**config.mk**
```make
export PLATFORM = sky130hd
export DESIGN_NAME = fft_twiddle_mult_flat
export DESIGN_NICKNAME = d
export VERILOG_FILES = /design/src/rtl/fft_twiddle_mult_pkg.sv /design/src/rtl/fft_twiddle_mult_if.sv /design/src/rtl/fft_cmult_core.sv /design/src/rtl/fft_twiddle_mult.sv /design/src/flat_wrapper.sv
export SDC_FILE = /design/constraint.sdc
export NUM_CORES = 2
export LEC_CHECK = 0
export ABC_AREA = 1
export CORE_MARGIN = 3
export CORE_UTILIZATION = 25
export DETAILED_ROUTE_END_ITERATION = 8
export PLACE_DENSITY = 0.5
export SYNTH_ARGS = -nofsm -noshare
export SYNTH_HDL_FRONTEND = slang
export SYNTH_SLANG_ARGS = --single-unit
export TNS_END_PERCENT = 20
```
**constraint.sdc**
```tcl
create_clock -name clk -period 5.45 [get_ports clk]
set_input_delay 0.545 -clock clk [delete_from_list [all_inputs] [get_ports clk]]
set_output_delay 0.545 -clock clk [all_outputs]
set_load 0.01 [all_outputs]
```
**src/rtl/fft_twiddle_mult_pkg.sv**
```systemverilog
// Shared FFT package: sample type, fixed-point widths and the twiddle table
// walked by the twiddle generator (W8^k, k = 0..3, Q2.14).
package fft_twiddle_mult_pkg;

    localparam int DATA_W  = 16;
    localparam int TW_FRAC = 14;
    localparam int TW_N    = 4;

    typedef struct packed {
        logic signed [DATA_W-1:0] data_r;
        logic signed [DATA_W-1:0] data_i;
    } FFT_DATA_SAMPLE;

    localparam FFT_DATA_SAMPLE TW_TABLE [TW_N] = '{
        '{data_r:  16'sd16384, data_i:  16'sd0},
        '{data_r:  16'sd11585, data_i: -16'sd11585},
        '{data_r:  16'sd0,     data_i: -16'sd16384},
        '{data_r: -16'sd11585, data_i: -16'sd11585}
    };

endpackage

```
**src/rtl/fft_twiddle_mult_if.sv**
```systemverilog
// Handshake bundle between the butterfly/twiddle generator, the twiddle
// multiplier and its downstream consumer.
interface fft_twiddle_mult_if
    import fft_twiddle_mult_pkg::*;
();

    logic           in_valid;
    logic           in_ready;
    FFT_DATA_SAMPLE in_data;
    FFT_DATA_SAMPLE tw_data;
    logic           tw_pop;
    logic           out_valid;
    logic           out_ready;
    FFT_DATA_SAMPLE out_data;
    logic           ovf;

    modport master (
        output in_valid, in_data, tw_data, out_ready,
        input  in_ready, tw_pop, out_valid, out_data, ovf
    );

    modport slave (
        input  in_valid, in_data, tw_data, out_ready,
        output in_ready, tw_pop, out_valid, out_data, ovf
    );

endinterface

```
**src/rtl/fft_cmult_core.sv**
```systemverilog
// Complex multiply datapath for the twiddle multiplier: partial products,
// add/sub, round half up and fit to DATA_W.
// FFT_MULT_SAT_EN defined: saturate and keep a sticky overflow flag.
// FFT_MULT_SAT_EN undefined: two's-complement wrap, ovf held at 0.
module fft_cmult_core
    import fft_twiddle_mult_pkg::*;
(
    input  logic           clk,
    input  logic           rst_n,
    input  logic           en,
    input  logic           ld_p2,
    input  FFT_DATA_SAMPLE a_p0,
    input  FFT_DATA_SAMPLE w_p0,
    output FFT_DATA_SAMPLE y_p2,
    output logic           ovf
);

    localparam int PROD_W = 2 * DATA_W;
    localparam int SUM_W  = 2 * DATA_W + 1;

`ifdef FFT_MULT_SAT_EN
    localparam logic signed [SUM_W-1:0] MAX_V = SUM_W'((1 << (DATA_W - 1)) - 1);
    localparam logic signed [SUM_W-1:0] MIN_V = -MAX_V - SUM_W'(1);
`endif

    function automatic logic signed [SUM_W-1:0] round_half_up(input logic signed [SUM_W-1:0] x);
        logic signed [SUM_W-1:0] biased;
        biased = x + SUM_W'(1 << (TW_FRAC - 1));
        return biased >>> TW_FRAC;
    endfunction

    function automatic logic signed [DATA_W-1:0] fit(input logic signed [SUM_W-1:0] x);
`ifdef FFT_MULT_SAT_EN
        if (x > MAX_V) return MAX_V[DATA_W-1:0];
        if (x < MIN_V) return MIN_V[DATA_W-1:0];
`endif
        return x[DATA_W-1:0];
    endfunction

    logic signed [PROD_W-1:0] rr_p1, ii_p1, ri_p1, ir_p1;
    logic signed [SUM_W-1:0]  re_p1, im_p1, re_rnd, im_rnd;

    // Stage 2 boundary: register the four partial products
    always_ff @(posedge clk) begin
        if (en) begin
            rr_p1 <= PROD_W'($signed(a_p0.data_r)) * PROD_W'($signed(w_p0.data_r));
            ii_p1 <= PROD_W'($signed(a_p0.data_i)) * PROD_W'($signed(w_p0.data_i));
            ri_p1 <= PROD_W'($signed(a_p0.data_r)) * PROD_W'($signed(w_p0.data_i));
            ir_p1 <= PROD_W'($signed(a_p0.data_i)) * PROD_W'($signed(w_p0.data_r));
        end
    end

    assign re_p1  = SUM_W'(rr_p1) - SUM_W'(ii_p1);
    assign im_p1  = SUM_W'(ri_p1) + SUM_W'(ir_p1);
    assign re_rnd = round_half_up(re_p1);
    assign im_rnd = round_half_up(im_p1);

    // Stage 3 boundary: fit the rounded result; only valid samples load so the output holds between samples
    always_ff @(posedge clk or negedge rst_n) begin
        if (!rst_n) begin
            y_p2 <= '0;
        end else if (ld_p2) begin
            y_p2.data_r <= fit(re_rnd);
            y_p2.data_i <= fit(im_rnd);
        end
    end

`ifdef FFT_MULT_SAT_EN
    logic clamp;
    assign clamp = (re_rnd > MAX_V) || (re_rnd < MIN_V) ||
                   (im_rnd > MAX_V) || (im_rnd < MIN_V);

    // Sticky overflow, set as a clamped sample enters the output register
    always_ff @(posedge clk or negedge rst_n) begin
        if (!rst_n) begin
            ovf <= 1'b0;
        end else if (ld_p2 && clamp) begin
            ovf <= 1'b1;
        end
    end
`else
    assign ovf = 1'b0;
`endif

endmodule

```
**src/rtl/fft_twiddle_mult.sv**
```systemverilog
// Pipelined twiddle multiplier: out = in_data * tw_data, 3-cycle latency,
// one sample per cycle. Pops one twiddle from the generator per accepted
// sample so the generator order tracks the data stream.
// Optional macro FFT_MULT_SAT_EN: saturating output with sticky ovf.
module fft_twiddle_mult
    import fft_twiddle_mult_pkg::*;
(
    input logic               clk,
    input logic               rst_n,
    fft_twiddle_mult_if.slave bus
);

    logic           en;
    logic           accept;
    logic           ld_p2;
    logic           vld_p0, vld_p1, vld_p2;
    FFT_DATA_SAMPLE a_p0, w_p0;

    // Whole pipeline moves as one; bubbles are not collapsed
    assign en            = bus.out_ready | ~vld_p2;
    assign accept        = bus.in_valid & en;
    assign ld_p2         = en & vld_p1;
    assign bus.in_ready  = en;
    assign bus.tw_pop    = accept;
    assign bus.out_valid = vld_p2;

    // Stage valids; reset drops every in-flight sample
    always_ff @(posedge clk or negedge rst_n) begin
        if (!rst_n) begin
            vld_p0 <= 1'b0;
            vld_p1 <= 1'b0;
            vld_p2 <= 1'b0;
        end else if (en) begin
            vld_p0 <= accept;
            vld_p1 <= vld_p0;
            vld_p2 <= vld_p1;
        end
    end

    // Stage 1 boundary: capture the sample and the twiddle offered alongside it
    always_ff @(posedge clk) begin
        if (accept) begin
            a_p0 <= bus.in_data;
            w_p0 <= bus.tw_data;
        end
    end

    fft_cmult_core u_core (
        .clk   (clk),
        .rst_n (rst_n),
        .en    (en),
        .ld_p2 (ld_p2),
        .a_p0  (a_p0),
        .w_p0  (w_p0),
        .y_p2  (bus.out_data),
        .ovf   (bus.ovf)
    );

endmodule

```
**src/flat_wrapper.sv**
```systemverilog
// flat-port wrapper written by rule: the top's interface ports become plain ports
module fft_twiddle_mult_flat import fft_twiddle_mult_pkg::*;
  (clk, rst_n, bus_in_valid, bus_in_data, bus_tw_data, bus_out_ready, bus_in_ready, bus_tw_pop, bus_out_valid, bus_out_data, bus_ovf);
  fft_twiddle_mult_if bus_i ();
  input logic clk;
  input logic rst_n;
  input wire logic [$bits(bus_i.in_valid)-1:0] bus_in_valid;
  input wire logic [$bits(bus_i.in_data)-1:0] bus_in_data;
  input wire logic [$bits(bus_i.tw_data)-1:0] bus_tw_data;
  input wire logic [$bits(bus_i.out_ready)-1:0] bus_out_ready;
  output wire logic [$bits(bus_i.in_ready)-1:0] bus_in_ready;
  output wire logic [$bits(bus_i.tw_pop)-1:0] bus_tw_pop;
  output wire logic [$bits(bus_i.out_valid)-1:0] bus_out_valid;
  output wire logic [$bits(bus_i.out_data)-1:0] bus_out_data;
  output wire logic [$bits(bus_i.ovf)-1:0] bus_ovf;
  assign bus_i.in_valid = bus_in_valid;
  assign bus_i.in_data = bus_in_data;
  assign bus_i.tw_data = bus_tw_data;
  assign bus_i.out_ready = bus_out_ready;
  assign bus_in_ready = bus_i.in_ready;
  assign bus_tw_pop = bus_i.tw_pop;
  assign bus_out_valid = bus_i.out_valid;
  assign bus_out_data = bus_i.out_data;
  assign bus_ovf = bus_i.ovf;
  fft_twiddle_mult u_core (.clk(clk), .rst_n(rst_n), .bus(bus_i));
endmodule
```
==> metrics.md <==
| Metric | Value |
|---|---|
| CP startpoint | u_core.w_p0[19] |
| Rows | 166 |
| Synth Register Bits | 219 |
| Core area | 205000 sq um |
| Area fraction of the dominant cell type after synthesis | 38.4% |
| Synth Net Count | 8016 |
| Fin Hold WS | 34.2 ps |
| Yosys warns | 0 |
| Startpoint Class | flip-flop |
| IO Count | 104 |
| CP Data Arrival Time | 6060 ps |
| Minimum clock period | 5660 ps |
| Overall routed net length | 160 mm |
| Req. time, crit path | 5850 ps |
| Clock transition at path regs | 70 ps |
| Crit-path max FO | 4 |
| Final Cell Area | 65100 sq um |
| Hold/Removal Path Class | input port to async pin |
| Mapped Avg Cell Area | 7.92 sq um |
| Failing checks | setup timing |
| TritonRoute pass-1 iters | 6 |
| Distinct cells, synth | 45 |
| Total Nets Final | 8681 |
| Area growth, synth to finish | 25.8% |
| Top post-synthesis cells by area | fa_1, inv_1, nand2_1 |
| RSZ-0062 raised after global routing | true |
| Pin count of the biggest net entering global routing | 62 |
| Fin. Hold Viols | 0 |
| Gate Count Post-Synth | 6530 |
| Overflow after GRT | 0 |
| Reg2reg path depth | 20 |
| Vias | 42000 |
| Port bufs | 102 |
| Initial antenna violation count | 3 |
| Cell taking the most area after synthesis | fa_1 |
| Die W | 461 um |
| Final slew viol count | 0 |
| Vias per inst | 4.24 |
| Avg WL per Cell | 16.1 um |
| First-pass GRT wire length | 254 mm |
| Chip height | 461 um |
| All-Layer GR Usage | 15.3% |
| Slew @ Worst Pin | 1090 ps |
| Clock root cell | clkbuf_16 |
| Final Skew | 21.3 ps |
| CTS tree | built |
| Asr flop ratio synth | 16.0% |
| Final period util | 104% |
| Fill cell count | 21700 |
| DP Wirelength | 137 mm |
| H-tree levels | 1 |
| Clock Sinks | 219 |
| Mapped Area | 51700 sq um |
| Layout cells sized above 1 | 17.1% |
| Post-DRT Antenna Nets | 0 |
| Critical R2R Launch | u_core.w_p0[19] |
| Fmax | 177 MHz |
| Run status | finished with violations |
| DR DRC count | 0 |
| Number of global-route vias before repair | 44400 |
| MaxCap Viol Count | 0 |
| Crit path kind | flip-flop to flip-flop |
| Dpl cell area | 61500 sq um |
| CTS Buf Count | 31 |
| DIE AREA | 212000 sq um |
| CP Capture Type | flip-flop |
| Ys flop type | edfxtp_1 |
| Post-synthesis sequential area ratio | 12.4% |
| Initial core utilization | 25.2% |
| Worst Setup Slack, final | -213 ps |
| Hold buffers post-CTS | 0 |
| Relative slew slack | 27.1% |
| Placer Congestion | 0.881 |
| Number of synthesized flops with an enable pin | 184 |
| Max clock buf depth | 3 |
| Drt initial violations | 2435 |
| Final setup vio count | 50 |
| Worst-Skew Late Latency | 660 ps |
[cell usage after synthesis (3+ instances only)]
master and count:
nor4_1 5, buf_1 4, nand3_2 3, fa_1 992
nor3_2 7, o21bai_2 3, nand3_1 202, buf_2 4
xnor2_1 32, o21ai_1 7, ha_1 426, a21oi_1 167
inv_2 6, o21ai_0 78, clkbuf_1 191, nand3b_1 9
or2_1 4, a31oi_1 5, a21oi_2 6, nor2_2 9
a21o_1 11, nor3_1 32, nand2_2 9, o21bai_1 22
nor2_1 220, edfxtp_1 184, nand2_1 1776, dfrtp_1 35
nand4_1 45, xor2_1 87, inv_1 1928
[routing by layer]
layer	vias to the layer above	wire length, um	track usage, %	part of all wire, %
met2	869	72800	24.8	46
li1	20200	-	-	-
met5	-	0	0	0
met4	0	3370	3.13	2.1
met3	112	7660	1.47	4.8
met1	20800	75700	22.2	47
[sequential cells by signal, indices dropped and copies added (netlist names)]
register,cells
u_core.a_p0,32
u_core.u_core.y_p2,32
u_core.w_p0,32
u_core.u_core.ii_p1,30
u_core.u_core.ir_p1,30
u_core.u_core.ri_p1,30
u_core.u_core.rr_p1,30
u_core.bus.out_valid,1
u_core.vld_p0,1
u_core.vld_p1,1
[critical path: stages, from the launching register on]
cell and delay (ps):
edfxtp_1 430, buf_12 170, buf_12 130, nand2_1 60, inv_1 50, fa_2 590, inv_2 70, fa_2 640
buf_6 150, fa_1 440, fa_1 610, inv_1 70, fa_1 450, fa_1 530, ha_4 220, nand2_1 90
buf_4 140, o21ai_0 90, a21oi_1 160, nand3_1 110, xor2_1 150
[cell usage in the layout, fill, tap and decap left out, types with 46 or more instances in the layout]
cell / instances
nand2_2: 72
a21oi_1: 114
buf_12: 72
fa_1: 946
nor2_1: 166
clkdlybuf4s50_1: 101
nand2_1: 1705
ha_1: 353
buf_4: 630
ha_4: 69
fa_2: 46
nand3_1: 187
a21oi_2: 55
xor2_1: 72
edfxtp_1: 184
inv_1: 1890
[cell type report]
class                           instances  area, sq um  area share [%]
Multi-Input combinational cell       4174        39400            60.6
Timing Repair Buffer                  833         7540            11.6
Inverter                             1936         7280            11.2
Sequential cell                       219         6400            9.84
Tap cell                             2688         3360            5.17
Clock buffer                           33          783            1.20
Clock inverter                         24          285           0.439
Antenna cell                            3         7.51          0.0115
[through the flow]
stage	worst slack (ps)	TNS [ps]	util (%)	cells
after floorplan	-10.9	-17.4	-	6530
after global placement	-389	-15750	30.0	9822
after detailed placement	-449	-17090	30.0	9822
after CTS	-215	-5710	31.2	9890
after global routing	-402	-17410	31.7	9908
final	-213	-4290	31.7	9910
[kinds of logic after synthesis]
kind of cell / after synthesis / synth area share, %
buf+inv: 2137 / 15.5
compound gates: 308 / 3.32
flops: 219 / 12.4
xor+xnor: 119 / 2.02
fa+ha+maj: 1418 / 48.7
other cells: 1 / 0.00725
simple gates: 2328 / 18.0
[worst paths after layout]
kind                                           endpoint  slack [ps]
worst max-delay path            u_core.u_core.ir_p1[27]        -210
worst min-delay path              u_core.u_core.y_p2[8]          30
worst max register to register  u_core.u_core.ir_p1[27]        -210
worst min register to register   u_core.u_core.y_p2[12]         480
max in group asynchronous        u_core.u_core.y_p2[28]        4750
min in group clk                        u_core.a_p0[26]         450
[repair_timing]
| item | CTS | global route |
|---|---|---|
| cloned | 1 | 1 |
| setup buffers | 10 | 16 |
| endpoints found under the setup margin | 72 | 79 |
| pin swaps | 56 | 88 |
| resized for setup | 252 | 242 |
Power is left out: the tool's default activity adds up to more than one toggle a clock period on the data nets, which glitch-free logic cannot reach.
